File: src/rtl/lz77_bit_packer.sv
// rtl/lz77_bit_packer.sv - packs a serial LZ77 bitstream MSB-first into a FIFO-buffered byte stream.
// Optional LZ77_PACKER_TRAILER_EN appends the 32-bit bit total as four trailer bytes.
module lz77_bit_packer #(
    parameter int fifoDepth       = 16,
    parameter int fifoAddressBits = 4
) (
    input  logic        clk,
    input  logic        rst_n,
    input  logic        start,
    output logic        busy,
    output logic        done,
    input  logic        bitIn,
    input  logic        bitValid,
    output logic        bitReady,
    input  logic        flush,
    output logic [7:0]  outData,
    output logic        outValid,
    input  logic        outReady,
    output logic        outLast,
    output logic [31:0] bitCount,
    output logic [31:0] byteCount
);

`ifdef LZ77_PACKER_TRAILER_EN
    typedef enum logic [2:0] {IDLE, PACK, PAD, TRAIL, DRAIN, DONE} state_t;
`else
    typedef enum logic [2:0] {IDLE, PACK, PAD, DRAIN, DONE} state_t;
`endif

    state_t state, state_next;

    logic [7:0]                 mem_data [fifoDepth];
    logic                       mem_last [fifoDepth];
    logic [fifoAddressBits-1:0] wr_ptr, rd_ptr, newest;
    logic [fifoAddressBits:0]   count;
    logic                       full, empty;

    logic [7:0] shift_reg, shift_next;
    logic [2:0] bit_idx;
    logic [1:0] trail_idx;

    logic       bit_fire, byte_done, pop, clear, mark_now;
    logic       push, push_last;
    logic [7:0] push_data;

    // Depth is a power of two and count never exceeds it, so the top bit alone means full.
    assign full  = count[fifoAddressBits];
    assign empty = (count == '0);
    assign newest = wr_ptr - fifoAddressBits'(1);

    assign bitReady  = (state == PACK) && !full;
    assign bit_fire  = bitValid && bitReady;
    assign byte_done = bit_fire && (bit_idx == 3'd7);
    assign outValid  = !empty;
    assign pop       = outValid && outReady;
    assign outData   = empty ? 8'h00 : mem_data[rd_ptr];
    assign clear     = ((state == IDLE) || (state == DONE)) && start;
    assign busy      = (state != IDLE) && (state != DONE);
    assign done      = (state == DONE);

    // A flush landing on a byte boundary retro-marks the newest buffered byte as last;
    // the combinational term covers the case where that byte is leaving this very cycle.
`ifdef LZ77_PACKER_TRAILER_EN
    assign mark_now = 1'b0;
`else
    assign mark_now = (state == PACK) && flush && !bit_fire && (bit_idx == 3'd0) && !empty;
`endif
    assign outLast = !empty && (mem_last[rd_ptr] || (mark_now && (rd_ptr == newest)));

    always_comb begin
        shift_next = shift_reg;
        shift_next[3'd7 - bit_idx] = bitIn;
    end

    always_comb begin
        push      = 1'b0;
        push_data = 8'h00;
        push_last = 1'b0;
        case (state)
            PACK: begin
                if (byte_done) begin
                    push      = 1'b1;
                    push_data = {shift_reg[7:1], bitIn};
`ifndef LZ77_PACKER_TRAILER_EN
                    push_last = flush;
`endif
                end
            end
            PAD: begin
                if ((bit_idx != 3'd0) && !full) begin
                    push      = 1'b1;
                    push_data = shift_reg;
`ifndef LZ77_PACKER_TRAILER_EN
                    push_last = 1'b1;
`endif
                end
            end
`ifdef LZ77_PACKER_TRAILER_EN
            TRAIL: begin
                if (!full) begin
                    push      = 1'b1;
                    push_data = bitCount[{trail_idx, 3'b000} +: 8];
                    push_last = (trail_idx == 2'd3);
                end
            end
`endif
            default: ;
        endcase
    end

    always_comb begin
        state_next = state;
        case (state)
            IDLE:  if (start) state_next = PACK;
            PACK:  if (flush) state_next = PAD;
            PAD: begin
                if ((bit_idx == 3'd0) || !full) begin
`ifdef LZ77_PACKER_TRAILER_EN
                    state_next = TRAIL;
`else
                    state_next = DRAIN;
`endif
                end
            end
`ifdef LZ77_PACKER_TRAILER_EN
            TRAIL: if (!full && (trail_idx == 2'd3)) state_next = DRAIN;
`endif
            DRAIN: if (empty) state_next = DONE;
            DONE:  if (start) state_next = PACK;
            default: state_next = IDLE;
        endcase
    end

    always_ff @(posedge clk or negedge rst_n) begin
        if (!rst_n) begin
            state     <= IDLE;
            shift_reg <= 8'h00;
            bit_idx   <= 3'd0;
            trail_idx <= 2'd0;
            bitCount  <= 32'd0;
            byteCount <= 32'd0;
            wr_ptr    <= '0;
            rd_ptr    <= '0;
            count     <= '0;
        end else begin
            state <= state_next;
            if (clear) begin
                shift_reg <= 8'h00;
                bit_idx   <= 3'd0;
                trail_idx <= 2'd0;
                bitCount  <= 32'd0;
                byteCount <= 32'd0;
            end else begin
                if (bit_fire) begin
                    shift_reg <= byte_done ? 8'h00 : shift_next;
                    bit_idx   <= bit_idx + 3'd1;
                    bitCount  <= bitCount + 32'd1;
                end else if ((state == PAD) && push) begin
                    shift_reg <= 8'h00;
                    bit_idx   <= 3'd0;
                end
                if (pop) byteCount <= byteCount + 32'd1;
`ifdef LZ77_PACKER_TRAILER_EN
                if ((state == TRAIL) && push) trail_idx <= trail_idx + 2'd1;
`endif
            end
            if (push) wr_ptr <= wr_ptr + fifoAddressBits'(1);
            if (pop)  rd_ptr <= rd_ptr + fifoAddressBits'(1);
            case ({push, pop})
                2'b10:   count <= count + (fifoAddressBits+1)'(1);
                2'b01:   count <= count - (fifoAddressBits+1)'(1);
                default: ;
            endcase
        end
    end

    // Storage carries no reset; empty gating hides stale entries.
    always_ff @(posedge clk) begin
        if (push) begin
            mem_data[wr_ptr] <= push_data;
            mem_last[wr_ptr] <= push_last;
        end
        if (mark_now) mem_last[newest] <= 1'b1;
    end

endmodule
File: config.mk
export PLATFORM = sky130hd
export DESIGN_NAME = lz77_bit_packer
export DESIGN_NICKNAME = d
export VERILOG_FILES = /design/src/rtl/lz77_bit_packer.sv
export SDC_FILE = /design/constraint.sdc
export NUM_CORES = 1
export LEC_CHECK = 0
export BUFFER_PORTS_ARGS = -buffer_cell sky130_fd_sc_hd__buf_2
export CAP_MARGIN = 5
export CORE_MARGIN = 1.5
export CORE_UTILIZATION = 60
export CTS_BUF_LIST = sky130_fd_sc_hd__clkbuf_8
export DETAILED_ROUTE_END_ITERATION = 12
export PLACE_DENSITY = 0.9
export SYNTH_ARGS = -nofsm -noshare
export SYNTH_HDL_FRONTEND = slang
export SYNTH_SLANG_ARGS = --single-unit
File: constraint.sdc
create_clock -name clk -period 6.91 [get_ports clk]
set_input_delay 0 -clock clk [delete_from_list [all_inputs] [get_ports clk]]
set_output_delay 0 -clock clk [all_outputs]
set_load 0.02 [all_outputs]
==> tab_implementation.tex <==
\begin{tabular}{lr}
\hline
Metric & Value \\
\hline
\multicolumn{2}{l}{\textbf{Run status}} \\
\quad Outcome & complete, no violations \\
\multicolumn{2}{l}{\textbf{STA}} \\
\quad Worst hold slack across all endpoints & 30.2 ps \\
\quad Slew Viols, Final & 0 \\
\quad Total of endpoints with negative setup slack in the final report & 0 \\
\quad Slew margin rel. & 22.2\% \\
\quad Highest clock rate & 0.301 GHz \\
\quad Clock Skews & 19.1 ps \\
\quad Crit share post-route & 48.1\% \\
\quad Unrepaired setup endpoints after global routing & no \\
\quad Final Critical Period & 3320 ps \\
\quad Final Hold Vio Count & 0 \\
\quad Final total negative setup slack & 0 ps \\
\quad Transition time of the tightest slew-check pin & 1160 ps \\
\multicolumn{2}{l}{\textbf{Setup path}} \\
\quad Highest-delay cell along the critical path & sky130\_fd\_sc\_hd\_\_or4b\_4 \\
\quad Arrival time at the worst endpoint & 3790 ps \\
\quad CP max stage delay & 610 ps \\
\quad Worst Path Class, Setup & flop to flop \\
\quad CP Cell Sequence & or4b\_4, inv\_1, nand3\_1, nand2\_1, inv\_1, ha\_1, xor2\_1, ha\_1, nor2b\_1, o21ai\_0, a31oi\_1, nor2\_1, xor2\_1 \\
\quad Required time reported for the critical path endpoint & 7370 ps \\
\quad Biggest fanout along the worst timing path & 12 \\
\quad Crit path launch type & flop \\
\quad CP endpoint kind & flop \\
\multicolumn{2}{l}{\textbf{Run}} \\
\quad Max-capacitance violation count & 0 \\
\multicolumn{2}{l}{\textbf{Placement}} \\
\quad PortBufs & 83 \\
\quad Placed wire-length estimate & 14.9 mm \\
\quad Weighted congestion at the end of routability-driven global placement & 0.873 \\
\multicolumn{2}{l}{\textbf{Synth}} \\
\quad Number of warnings issued by yosys & 0 \\
\quad Number of library cell types mapped by synthesis & 52 \\
\quad Post-synthesis instance total & 821 \\
\quad EDFF count, synth & 144 \\
\quad Biggest area consumer among synthesized cells & sky130\_fd\_sc\_hd\_\_edfxtp\_1 \\
\quad Count leader, synth & sky130\_fd\_sc\_hd\_\_edfxtp\_1 \\
\quad Top-area cell type share of the netlist area & 40.0\% \\
\quad Post-Synthesis Mean Instance Area & 13.2 um2 \\
\quad Fraction of the yosys area taken by sequential cells & 61.0\% \\
\quad Async set or reset register ratio after synthesis & 38.7\% \\
\quad Post-synthesis net count & 843 \\
\quad Leading post-synthesis cells by instance count & sky130\_fd\_sc\_hd\_\_edfxtp\_1 (144), sky130\_fd\_sc\_hd\_\_dfrtp\_1 (91), sky130\_fd\_sc\_hd\_\_nor2\_1 (88), sky130\_fd\_sc\_hd\_\_mux4\_2 (44), sky130\_fd\_sc\_hd\_\_xnor2\_1 (44) \\
\quad Most area-consuming cells after synthesis & sky130\_fd\_sc\_hd\_\_edfxtp\_1 (40\%), sky130\_fd\_sc\_hd\_\_dfrtp\_1 (21\%), sky130\_fd\_sc\_hd\_\_mux4\_2 (9.2\%) \\
\quad Count of state elements after synthesis & 235 \\
\quad Most frequently used flop master after synthesis & sky130\_fd\_sc\_hd\_\_edfxtp\_1 \\
\quad Netlist area before placement & 10800 um2 \\
\multicolumn{2}{l}{\textbf{Clock tree}} \\
\quad Later-pin clock latency in the skew report & 540 ps \\
\quad Clock tree from TritonCTS & done \\
\quad Number of sinks on the clock net & 235 \\
\quad Number of buffers inserted during clock tree synthesis & 37 \\
\quad CTS clk-pin slew, worst paths & 60 ps \\
\quad CTS root buf & sky130\_fd\_sc\_hd\_\_clkbuf\_8 \\
\quad Maximum clock path buffer count & 3 \\
\quad H-tree lvl count & 2 \\
\multicolumn{2}{l}{\textbf{Routing}} \\
\quad Vias post-DR & 7192 \\
\quad Number of antenna-violating nets in the routed design & 0 \\
\quad Post-DR wirelength/cell & 19.5 um \\
\quad Total routed wirelength & 22.8 mm \\
\quad Total iterations of the first detailed-routing run & 5 \\
\quad Residual DRC & 0 \\
\quad Number of DRC markers after the initial detailed-route iteration & 695 \\
\quad Detail-routed via count per cell & 6.15 \\
\multicolumn{2}{l}{\textbf{Cells and area}} \\
\quad Largest reg by FF count & mem\_data \\
\quad Net total in the final layout & 940 \\
\quad Growth of design area from synthesis to finish & 12.5\% \\
\quad Final core area utilization & 69.7\% \\
\quad Antenna diodes & 0 \\
\quad Share of cells above drive strength 1 & 20.4\% \\
\quad Number of fillers in the final layout & 1072 \\
\quad Number of flip-flops in the largest register & 128 \\
\quad Largest registers ranked by flip-flop count & mem\_data x128, bitCount x32, byteCount x32 \\
\quad Storage cell area & 6600 um2 \\
\quad Area taken by multi-input logic gates & 3930 um2 \\
\multicolumn{2}{l}{\textbf{Die}} \\
\quad Horizontal die dimension & 137 um \\
\quad Die area & 18900 um2 \\
\quad Floorplan core area & 17500 um2 \\
\quad Vertical extent of the die & 137 um \\
\quad Number of placement rows & 48 \\
\quad Starting density of the core & 61.9\% \\
\quad Ports placed on the boundary & 84 \\
\multicolumn{2}{l}{\textbf{Global route}} \\
\quad Number of antenna violations at the first check in global routing & 1 \\
\quad Number of global-route vias before repair & 7086 \\
\quad Maximum number of pins on one net before global-route repair & 62 \\
\quad Remaining Overflow, GRT & 0 \\
\quad Wire length of the first global-routing pass & 36.5 mm \\
\quad GRT Overall Usage & 25.3\% \\
\multicolumn{2}{l}{\textbf{Power and ir drop}} \\
\quad Maximum vdd ir drop & 198 uV \\
\quad Leakage dissipation & 4.78 nW \\
\quad Total power density per cell area & 328 nW/um2 \\
\multicolumn{2}{l}{\textbf{Min path}} \\
\quad Tightest Hold Check Type & input port to flop \\
\hline
\end{tabular}
## layer usage
layer  part of all wire, %  global-route usage, %  up-vias
met5                     0                      0        -
met4                   2.4                   8.25        0
met3                   9.2                   6.55       61
met2                    49                   40.9      350
met1                    40                   33.8     3534
li1                      -                      -     3247
## worst max-delay path: cells and delay by family, from the launching register on
family,cells,cell delay [ps]
AO/OA/AOI/OAI,2,330
XOR/XNOR,2,340
adder cells (fa/ha/maj),2,540
buffers and inverters,2,230
flip-flops,1,470
AND/OR/NAND/NOR,5,1350
## cells in the final DEF, fill, tap and decap left out, types with 5 or more instances in the layout
cell	count
sky130_fd_sc_hd__clkbuf_8	44
sky130_fd_sc_hd__ha_1	15
sky130_fd_sc_hd__buf_4	10
sky130_fd_sc_hd__nand2b_1	5
sky130_fd_sc_hd__dlygate4sd3_1	6
sky130_fd_sc_hd__nand2_1	42
sky130_fd_sc_hd__mux4_2	44
sky130_fd_sc_hd__xor2_1	19
sky130_fd_sc_hd__clkinv_1	8
sky130_fd_sc_hd__edfxtp_1	144
sky130_fd_sc_hd__and2_1	28
sky130_fd_sc_hd__and4_1	6
sky130_fd_sc_hd__or3_1	20
sky130_fd_sc_hd__nor2b_1	5
sky130_fd_sc_hd__buf_2	82
sky130_fd_sc_hd__and3_1	9
sky130_fd_sc_hd__nor3_1	15
sky130_fd_sc_hd__dfrtp_1	90
sky130_fd_sc_hd__a31oi_1	7
sky130_fd_sc_hd__nand4_1	16
sky130_fd_sc_hd__nand3_1	27
sky130_fd_sc_hd__nor4_1	19
sky130_fd_sc_hd__o21ai_0	37
sky130_fd_sc_hd__a21oi_1	25
sky130_fd_sc_hd__nor2_1	88
sky130_fd_sc_hd__xnor2_1	44
sky130_fd_sc_hd__mux2i_1	5
sky130_fd_sc_hd__inv_1	39
## layout make-up
type	instances	area share (%)
clock buffer	44	4.97
multi-input combinational	518	32.3
inverter	28	0.863
sequential	235	54.2
timing repair buffer	98	4.48
clock inverter	22	0.884
tap	225	2.31
## final timing paths
check	slack, ps	depth (start not counted)	to	start
hold reg to reg	490	1	shift_reg[1]	shift_reg[1]
setup reg to reg	3590	13	count[4]	count[4]
setup / recovery	3590	13	count[4]	count[4]
min in group asynchronous	500	3	count[3]	rst_n
hold / removal	30	3	bitCount[0]	bitValid
max in group asynchronous	5390	4	bitCount[17]	rst_n
## power breakdown
part           leakage (nW)  internal, W  switching [W]
sequential             2.57      0.00160       0.000187
clock                 0.405     0.000584       0.000530
combinational          1.80     0.000458       0.000641
total                  4.78      0.00264        0.00136
## metrics by stage
step | power (W) | instance area (um2) | std cells | setup slack (ps)
6_report | 0.00400 | 12200 | 1170 | 3590
5_1_grt | 0.00420 | 12200 | 1170 | 3320
3_3_place_gp | 0.00285 | 11400 | 1098 | 3820
2_1_floorplan | 0.00261 | 10800 | 821 | 3680
4_1_cts | 0.00401 | 12200 | 1170 | 3590
3_5_place_dp | 0.00289 | 11400 | 1098 | 3670
## cell families (layout without fill, tap and decap cells)
logic type,after synthesis,in the layout,synth area share [%]
AOI/OAI and AO/OA,93,93,5.12
xor gates and xnor gates,63,63,5.10
adders and majority gates,15,15,1.73
buffers and inverters,68,192,2.72
DFF,235,235,61.0
muxes,51,51,9.83
and+or+nand+nor,296,296,14.5
## timing repair
action / CTS / global route
resized for setup: 0 / 0
endpoints found under the setup margin: 0 / 0
hold buffers: 6 / 0
buffers inserted: 0 / 0
hold endpoints to repair: 54 / 0
No activity file was read; power rests on OpenSTA's default activity.
